[src/rtl/axi_cdc_isolate_ctrl.sv]
// axi_cdc_isolate_ctrl
// Destination-side isolation sequencer for the AXI CDC wrapper. Counts outstanding write and read
// transactions from observed handshakes, blocks new AW/AR on an isolation request, and raises
// isolate_o only once every in-flight burst has completed. Also caps outstanding transactions
// at MaxTxns per direction.
//
// Ports:
//   clk_i, rst_i            clock, synchronous active-high reset
//   isolate_req_i           level isolation request (deassert to release)
//   aw/w/b/ar/r *_valid_i, *_ready_i, w_last_i, r_last_i   handshakes seen at the slave
//   block_ax_o              gates AW/AR; no new address accepted while high
//   isolate_o               drives the wrapper isolate input
//   wr_outstanding_o        AW accepted minus B accepted
//   rd_outstanding_o        AR accepted minus R-last accepted
//   w_balance_o             signed, AW accepted minus W-last accepted
//   err_o                   sticky protocol error, cleared by reset only
module axi_cdc_isolate_ctrl #(
   parameter int unsigned MaxTxns = 8,
   localparam int unsigned CntW = $clog2(MaxTxns + 1)
) (
   input  logic            clk_i,
   input  logic            rst_i,
   input  logic            isolate_req_i,
   input  logic            aw_valid_i,
   input  logic            aw_ready_i,
   input  logic            w_valid_i,
   input  logic            w_ready_i,
   input  logic            w_last_i,
   input  logic            b_valid_i,
   input  logic            b_ready_i,
   input  logic            ar_valid_i,
   input  logic            ar_ready_i,
   input  logic            r_valid_i,
   input  logic            r_ready_i,
   input  logic            r_last_i,
   output logic            block_ax_o,
   output logic            isolate_o,
   output logic [CntW-1:0] wr_outstanding_o,
   output logic [CntW-1:0] rd_outstanding_o,
   output logic [CntW:0]   w_balance_o,
   output logic            err_o
);

   localparam int unsigned BalW = CntW + 1;
   localparam logic [CntW-1:0]       MaxCnt = CntW'(MaxTxns);
   localparam logic signed [BalW-1:0] BalMax = BalW'(MaxTxns);
   localparam logic signed [BalW-1:0] BalMin = -BalMax;

   localparam logic [1:0] StRun      = 2'd0;
   localparam logic [1:0] StDrain    = 2'd1;
   localparam logic [1:0] StIsolated = 2'd2;

   logic aw_hs, w_last_hs, b_hs, ar_hs, r_last_hs;
   assign aw_hs     = aw_valid_i & aw_ready_i;
   assign w_last_hs = w_valid_i & w_ready_i & w_last_i;
   assign b_hs      = b_valid_i & b_ready_i;
   assign ar_hs     = ar_valid_i & ar_ready_i;
   assign r_last_hs = r_valid_i & r_ready_i & r_last_i;

   logic [CntW-1:0]        wr_q, wr_d, rd_q, rd_d;
   logic signed [BalW-1:0] bal_q, bal_d;
   logic [1:0]             state_q, state_d;
   logic                   err_q, err_d;
   logic                   wr_err, rd_err, bal_err;

   // Simultaneous increment and decrement cancel; an out-of-range step holds the counter.
   always_comb begin
      wr_d   = wr_q;
      wr_err = 1'b0;
      if (aw_hs && !b_hs) begin
         if (wr_q == MaxCnt) wr_err = 1'b1;
         else                wr_d   = wr_q + CntW'(1);
      end else if (b_hs && !aw_hs) begin
         if (wr_q == '0) wr_err = 1'b1;
         else            wr_d   = wr_q - CntW'(1);
      end
   end

   always_comb begin
      rd_d   = rd_q;
      rd_err = 1'b0;
      if (ar_hs && !r_last_hs) begin
         if (rd_q == MaxCnt) rd_err = 1'b1;
         else                rd_d   = rd_q + CntW'(1);
      end else if (r_last_hs && !ar_hs) begin
         if (rd_q == '0) rd_err = 1'b1;
         else            rd_d   = rd_q - CntW'(1);
      end
   end

   // W may lead AW, so the balance runs negative down to -MaxTxns.
   always_comb begin
      bal_d   = bal_q;
      bal_err = 1'b0;
      if (aw_hs && !w_last_hs) begin
         if (bal_q == BalMax) bal_err = 1'b1;
         else                 bal_d   = bal_q + BalW'(1);
      end else if (w_last_hs && !aw_hs) begin
         if (bal_q == BalMin) bal_err = 1'b1;
         else                 bal_d   = bal_q - BalW'(1);
      end
   end

   assign err_d = err_q | wr_err | rd_err | bal_err;

   // Drain completion looks at next-state counts so the final handshake isolates one cycle later.
   always_comb begin
      state_d = state_q;
      case (state_q)
         StRun: begin
            if (isolate_req_i) state_d = StDrain;
         end
         StDrain: begin
            if (!isolate_req_i) state_d = StRun;
            else if (wr_d == '0 && rd_d == '0 && bal_d == '0) state_d = StIsolated;
         end
         StIsolated: begin
            if (!isolate_req_i) state_d = StRun;
         end
         default: state_d = StRun;
      endcase
   end

   always_ff @(posedge clk_i) begin
      if (rst_i) begin
         state_q <= StRun;
         wr_q    <= '0;
         rd_q    <= '0;
         bal_q   <= '0;
         err_q   <= 1'b0;
      end else begin
         state_q <= state_d;
         wr_q    <= wr_d;
         rd_q    <= rd_d;
         bal_q   <= bal_d;
         err_q   <= err_d;
      end
   end

   assign isolate_o        = (state_q == StIsolated);
   assign block_ax_o       = (state_q != StRun) | (wr_q == MaxCnt) | (rd_q == MaxCnt);
   assign wr_outstanding_o = wr_q;
   assign rd_outstanding_o = rd_q;
   assign w_balance_o      = bal_q;
   assign err_o            = err_q;

endmodule

[config.mk]
export PLATFORM = sky130hd
export DESIGN_NAME = axi_cdc_isolate_ctrl
export DESIGN_NICKNAME = d
export VERILOG_FILES = /design/src/rtl/axi_cdc_isolate_ctrl.sv
export SDC_FILE = /design/constraint.sdc
export NUM_CORES = 1
export LEC_CHECK = 0
export ABC_AREA = 0
export CORE_MARGIN = 2
export CORE_UTILIZATION = 46
export CTS_CLUSTER_SIZE = 30
export DETAILED_ROUTE_END_ITERATION = 6
export PLACE_DENSITY_LB_ADDON = 0.2
export SLEW_MARGIN = 20
export SYNTH_ARGS = -nofsm -noshare
export SYNTH_HDL_FRONTEND = slang
export SYNTH_SLANG_ARGS = --single-unit
[constraint.sdc]
create_clock -name clk_i -period 2.6 [get_ports clk_i]
set_clock_uncertainty 0.05 [all_clocks]
set_input_delay 0.78 -clock clk_i [delete_from_list [all_inputs] [get_ports clk_i]]
set_output_delay 0.78 -clock clk_i [all_outputs]
set_load 0.01 [all_outputs]
==> flow_summary.yaml, run 1 <==
status:
  outcome: "complete, no violations"
finish:
  finalNetCount: 251
  nFillCells: 269
  antenna_cells: 0
  drive_above_1_share_pct: 22.27
  area_growth_pct: 35.88
worst_setup_path:
  r2r_cells: 8
  crit_type: "primary input to register"
  cp_data_arrival_time_ps: 2670
  worst_r2r_startpoint: "wr_outstanding_o[1]$_SDFF_PP0_"
  cp-end-kind: "register"
  timing.rr.end: "state_q[0]$_SDFFE_PP0P_"
  rrSetupSlack_ps: 370
  crit_fanout: 14
  worstPathRequired_ps: 2750
  worstSetupStartpointType: "primary input"
global_routing:
  grt_pass1_wl_mm: 6.203
  grt.total_usage_pct: 22.55
  first_global_vias: 1452
  gr-total-overflow: 0
  grt_max_degree: 16
  grt_antenna_before_repair: 0
clock_tree:
  clockBufferDepth: 2
  clkTransAtPathRegs_ps: 100
  clkLatencyLatePin_ps: 290
  cts_tree: "done"
  clock-root-buffer: "clkbuf_4"
  cts_max_level: 1
  ctsHoldBuffers: 0
  cts_buffers: 3
  cts.sinks: 16
place:
  numPortBuffers: 30
  hpwl_mm: 2.981
  dpl_worst_slack_ps: -338.5
  gp_congestion: 0.8532
logic_synthesis:
  syn_nets: 203
  synthXorXnorAreaFrac_pct: 0.6217
  synth_adder_area_share_pct: 5.329
  synth.most_common_cell: "dfxtp_1"
  ys_warn_count: 0
  synth_flop_cell: "dfxtp_1"
  synthesis.area_um2: 1409
  synth-simple-area-share_pct: 38.10
  synth_top_cell_by_area: "dfxtp_1"
  synth-seq-cells: 16
  synth_edf_count: 0
  synth-compound-area-share_pct: 24.42
  ys_types: 56
  synth_area_leaders: "dfxtp_1, ha_1, nand3_1"
  synth_top_family_by_area: "simple AND/OR/NAND/NOR gates"
  ys_async_sr_fraction_pct: 0
  avgSynthCellArea_um2: 7.741
  synthCells: 182
  ys_seq_area_share_pct: 22.74
  synth_common_cells: "dfxtp_1, nand3_1, nor2_1"
  synth_mux_area_share_pct: 0
  synth.top_cell.area_share_pct: 22.74
power_and_ir_drop:
  seqPwrFrac_pct: 39.1
  comb_power_share_pct: 39.0
  p_sw_share_pct: 33.13
  leakage_uw: 0.0007284
  clkPwrFrac_pct: 21.9
  p_int_uw: 507.7
  powerDensity_nw_per_um2: 396.6
  power.switching_uw: 251.5
  ir_worst_vdd_uv: 380.0
floorplan:
  die_area_um2: 3521
  start_util_pct: 47.31
  num_rows: 20
  design.core.area_um2: 2978
  die_x_um: 59.34
  die_h_um: 59.34
  ios: 31
timing:
  setup_ws_ps: 81.11
  rsz0062_at_grt: "no"
  min_period_ps: 2519
  drv_slew: 0
  report.final.hold_viol_count: 0
  worstMarginPinSlew_ps: 487.3
  min_period_over_period_pct: 96.88
  fin_setup_tns_ps: 0
  fmax_mhz: 397.0
  max_slew_margin_pct: 67.47
  finalSetupViolations: 0
drt:
  num_vias: 1585
  drt_first_iter_violations: 92
  drt-total-wl_mm: 3.855
  ant_nets: 0
  first_pass_iters: 5
  vias_per_cell: 6.050
  drc: 0
  wl_per_cell_um: 14.71
hold_path:
  hold_end: "wr_outstanding_o[0]$_SDFF_PP0_"
  hold_class: "register to register"
  hold_depth: 2
  hp-start: "wr_outstanding_o[0]$_SDFF_PP0_"
flow_run:
  max-cap-violations: 0
cell families after synthesis:
group           Yosys count
compound gates           44
fa+ha+maj                 6
buf+inv                  22
flops                    16
simple gates             93
xor+xnor                  1
per-layer routing:
layer / GRT usage (%) / wire, µm / vias up
met2: 40.66 / 1892 / 45
met4: 1.948 / 16 / 0
met3: 3.930 / 165 / 4
met5: 0 / 0 / -
li1: - / - / 780
met1: 28.89 / 1781 / 756
worst max path at each step:
stage	to	slack, ps	startpoint
floorplan	state_q[1]$_SDFFE_PP0P_	310	w_last_i
detailed placement	state_q[1]$_SDFFE_PP0P_	-340	w_last_i
global route	state_q[1]$_SDFFE_PP0P_	9	w_last_i
global placement	state_q[1]$_SDFFE_PP0P_	-250	w_last_i
finish	state_q[0]$_SDFFE_PP0P_	80	w_last_i
CTS	state_q[0]$_SDFFE_PP0P_	40	r_last_i
power by group through the flow:
stage / clock, µW / sequential [µW] / combinational (µW)
floorplan: 0 / 293 / 169
global placement: 0 / 300 / 279
detailed placement: 0 / 301 / 290
CTS: 166 / 296 / 293
global route: 177 / 301 / 324
finish: 166 / 297 / 296
worst max-delay path, stage by stage:
cell,delay [ps]
clkdlybuf4s50_1,410
and3_2,320
or4_1,530
o211ai_1,110
and2_2,170
nand4_1,140
o21ba_1,200
per-stage QoR:
stage / cell area [µm²] / hold slack, ps / power (µW) / cells / util (%)
after global routing: 1914 / 534.7 / 801.8 / 262 / 64.29
after detailed placement: 1848 / 498.3 / 591.6 / 258 / 62.06
after floorplan: 1409 / 485.4 / 462.3 / 182 / -
after global placement: 1848 / 487.4 / 579.0 / 258 / 62.06
after CTS: 1898 / 490.5 / 755.6 / 262 / 63.74
final: 1914 / 491.8 / 759.3 / 262 / 64.29
placed cells by master, fill, tap and decap left out, types with 3 or more instances in the layout:
cell,count
and3_1,3
dfxtp_1,14
nand3_1,14
and2_1,3
clkbuf_4,3
ha_1,4
nand4_1,5
nand3b_1,6
nand2_1,11
nor3_1,8
nor4_1,3
nor2_1,14
clkdlybuf4s50_1,29
buf_4,24
o21ai_0,8
a21oi_1,9
inv_1,11
or3_1,4
sequential cells by signal, summed over array words and instances (netlist names):
name	cells
w_balance_o	5
state_q	2
rd_outstanding_o	4
err_o	1
wr_outstanding_o	4
cell type report:
type                    count  area (µm²)  share of cell area, %
clock buffers               4       36.28                  1.895
inverters                  11       41.29                  2.157
multi-input cells         144       993.5                  51.90
flip-flops and latches     16       322.8                  16.86
well taps                  33       41.29                  2.157
repair buffers             54       479.2                  25.03
what timing repair did:
action                     in CTS  in global routing
resized for setup               7                  3
buffers inserted                0                  0
cloned                          0                  0
setup endpoints to repair       3                  2
Power figures use the tool's default switching activity.
==> run 2, diff against run 1 <==
--- a/config.mk
+++ b/config.mk
@@ -5,12 +5,13 @@
 export SDC_FILE = /design/constraint.sdc
 export NUM_CORES = 1
 export LEC_CHECK = 0
-export ABC_AREA = 0
 export CORE_MARGIN = 2
 export CORE_UTILIZATION = 46
 export CTS_CLUSTER_SIZE = 30
 export DETAILED_ROUTE_END_ITERATION = 6
+export GPL_TIMING_DRIVEN = 1
 export PLACE_DENSITY_LB_ADDON = 0.2
+export REMOVE_ABC_BUFFERS = 1
 export SLEW_MARGIN = 20
 export SYNTH_ARGS = -nofsm -noshare
 export SYNTH_HDL_FRONTEND = slang
==> run 2 against run 1 <==
Net effect:
- via count is 1.6% lower
- routed wire length decreased by 2.7%
- register-to-register slack better by 50 ps
- total power rose by 1.1%
- critical endpoint unchanged
- final cell count grew 1.1%
- largest cell class unchanged
- clock power grew 4%
- non-clock buffer count grew 3
- die area unchanged
- utilization grew 0.67 points
==> flow_summary.yaml, run 2 (synthesis results as in run 1) <==
status:
  outcome: "complete, no violations"
hold_path:
  hold_class: "register to register"
timing:
  worstMarginPinSlew_ps: 477.3
  min_period_over_period_pct: 96.74
  max_slew_margin_pct: 68.13
  drv_slew: 0
  fin_setup_tns_ps: 0
  finalSetupViolations: 0
  rsz0062_at_grt: "no"
  fmax_mhz: 397.6
  report.final.hold_viol_count: 0
  min_period_ps: 2515
drt:
  wl_per_cell_um: 14.16
  met1_length_mm: 1.746
  drt-total-wl_mm: 3.752
  wl_met2_mm: 1.806
  drc: 0
  num_vias: 1559
  ant_nets: 0
  drt_first_iter_violations: 62
  first_pass_iters: 4
  wl_met3_um: 139
  vias_per_cell: 5.883
  highest_layer: "met4"
clock_tree:
  cts_tree: "done"
  clkLatencyLatePin_ps: 300
  cts_buffers: 3
  clock-root-buffer: "clkbuf_4"
  clockBufferDepth: 2
  clkTransAtPathRegs_ps: 100
  cts_max_level: 1
  cts.sinks: 16
power_and_ir_drop:
  comb_power_share_pct: 38.9
  p_sw_share_pct: 33.24
  p_int_uw: 512.7
  power.switching_uw: 255.2
  ir_worst_vdd_uv: 190.6
  powerDensity_nw_per_um2: 397.0
  seqPwrFrac_pct: 38.6
  clkPwrFrac_pct: 22.5
  leakage_uw: 0.0007529
place:
  gp_congestion: 0.8499
  hpwl_mm: 2.803
  numPortBuffers: 30
worst_setup_path:
  crit_family: "simple AND/OR/NAND/NOR gates"
  worstPathRequired_ps: 2750
  cp-end-kind: "register"
  crit_fanout: 7
  crit_type: "primary input to register"
  crit_slowest_cell: "clkdlybuf4s50_1"
  cp_cell_sequence: "clkdlybuf4s50_1 > nand3_1 > or3_1 > a32oi_1 > and2_2 > nand4_1 > o21ba_1"
  path_buf_inv: 1
  cp_data_arrival_time_ps: 2670
  slowest_delay_ps: 500
  worstSetupStartpointType: "primary input"
finish:
  final_common_cell: "clkdlybuf4s50_1"
  drive_above_1_share_pct: 21.98
  fin_util_pct: 64.96
  area_growth_pct: 37.30
  mostFrequentLayoutCells: "clkdlybuf4s50_1, buf_4, nand3_1"
  largest_register_ffs: 5
  antenna_cells: 0
  finalNetCount: 254
flow_run:
  max-cap-violations: 0
floorplan:
  start_util_pct: 47.31
  die_x_um: 59.34
  num_rows: 20
  die_area_um2: 3521
  die_h_um: 59.34
  ios: 31
  design.core.area_um2: 2978
global_routing:
  grt_antenna_before_repair: 0
  grt.total_usage_pct: 22.29
  grt_pass1_wl_mm: 6.085
  grt_max_degree: 16
  first_global_vias: 1414
  gr-total-overflow: 0
-- run 2: area by class of cell --
cell class | instances | area [µm²]
clock buffer | 4 | 36.28
fill | 265 | 1044
inverter | 11 | 41.29
multi-input combinational | 144 | 987.2
sequential | 16 | 322.8
tap | 33 | 41.29
timing repair buffer | 57 | 505.5
-- run 2: worst paths after layout --
path	from	end	slack, ps	cells after the start
min	err_o$_SDFF_PP0_	err_o$_SDFF_PP0_	490	2
min reg2reg	err_o$_SDFF_PP0_	err_o$_SDFF_PP0_	490	2
max	r_last_i	state_q[0]$_SDFFE_PP0P_	80	7
max reg2reg	wr_outstanding_o[0]$_SDFF_PP0_	state_q[0]$_SDFFE_PP0P_	420	8
-- run 2: power by group through the flow --
| stage | clock network (µW) | registers [µW] | logic, µW |
|---|---|---|---|
| 4_1_cts | 175 | 296 | 296 |
| 3_5_place_dp | 0 | 301 | 287 |
| 5_1_grt | 189 | 302 | 328 |
| 3_3_place_gp | 0 | 300 | 279 |
| 2_1_floorplan | 0 | 301 | 146 |
| 6_report | 173 | 297 | 298 |
-- run 2: metal layers --
metal | GRT usage [%] | vias up
li1 | - | 788
met1 | 28.53 | 730
met2 | 37.05 | 33
met3 | 4.803 | 8
met4 | 7.143 | 0
met5 | 0 | -
-- run 2: stage by stage --
stage	std cells	total power [µW]	worst slack [ps]	area [µm²]	hold WS, ps
global route	265	818.1	16.93	1934	559.1
floorplan	171	447.5	269.4	1326	485.4
finish	265	767.9	84.69	1934	494.5
CTS	265	766.9	15.02	1922	510.1
detailed placement	260	588.0	-346.6	1863	486.1
global placement	260	579.6	-260.4	1863	483.8
-- run 2: what timing repair did --
action / CTS / global route
endpoints found under the setup margin: 3 / 2
buffers inserted: 1 / 0
hold buffers: 0 / 0
gates resized for setup: 4 / 4
-- run 2: tightest hold or removal path, stage by stage, from the launching register on --
cell and delay, ps:
dfxtp_1 340, a2111oi_0 50, a21oi_1 120
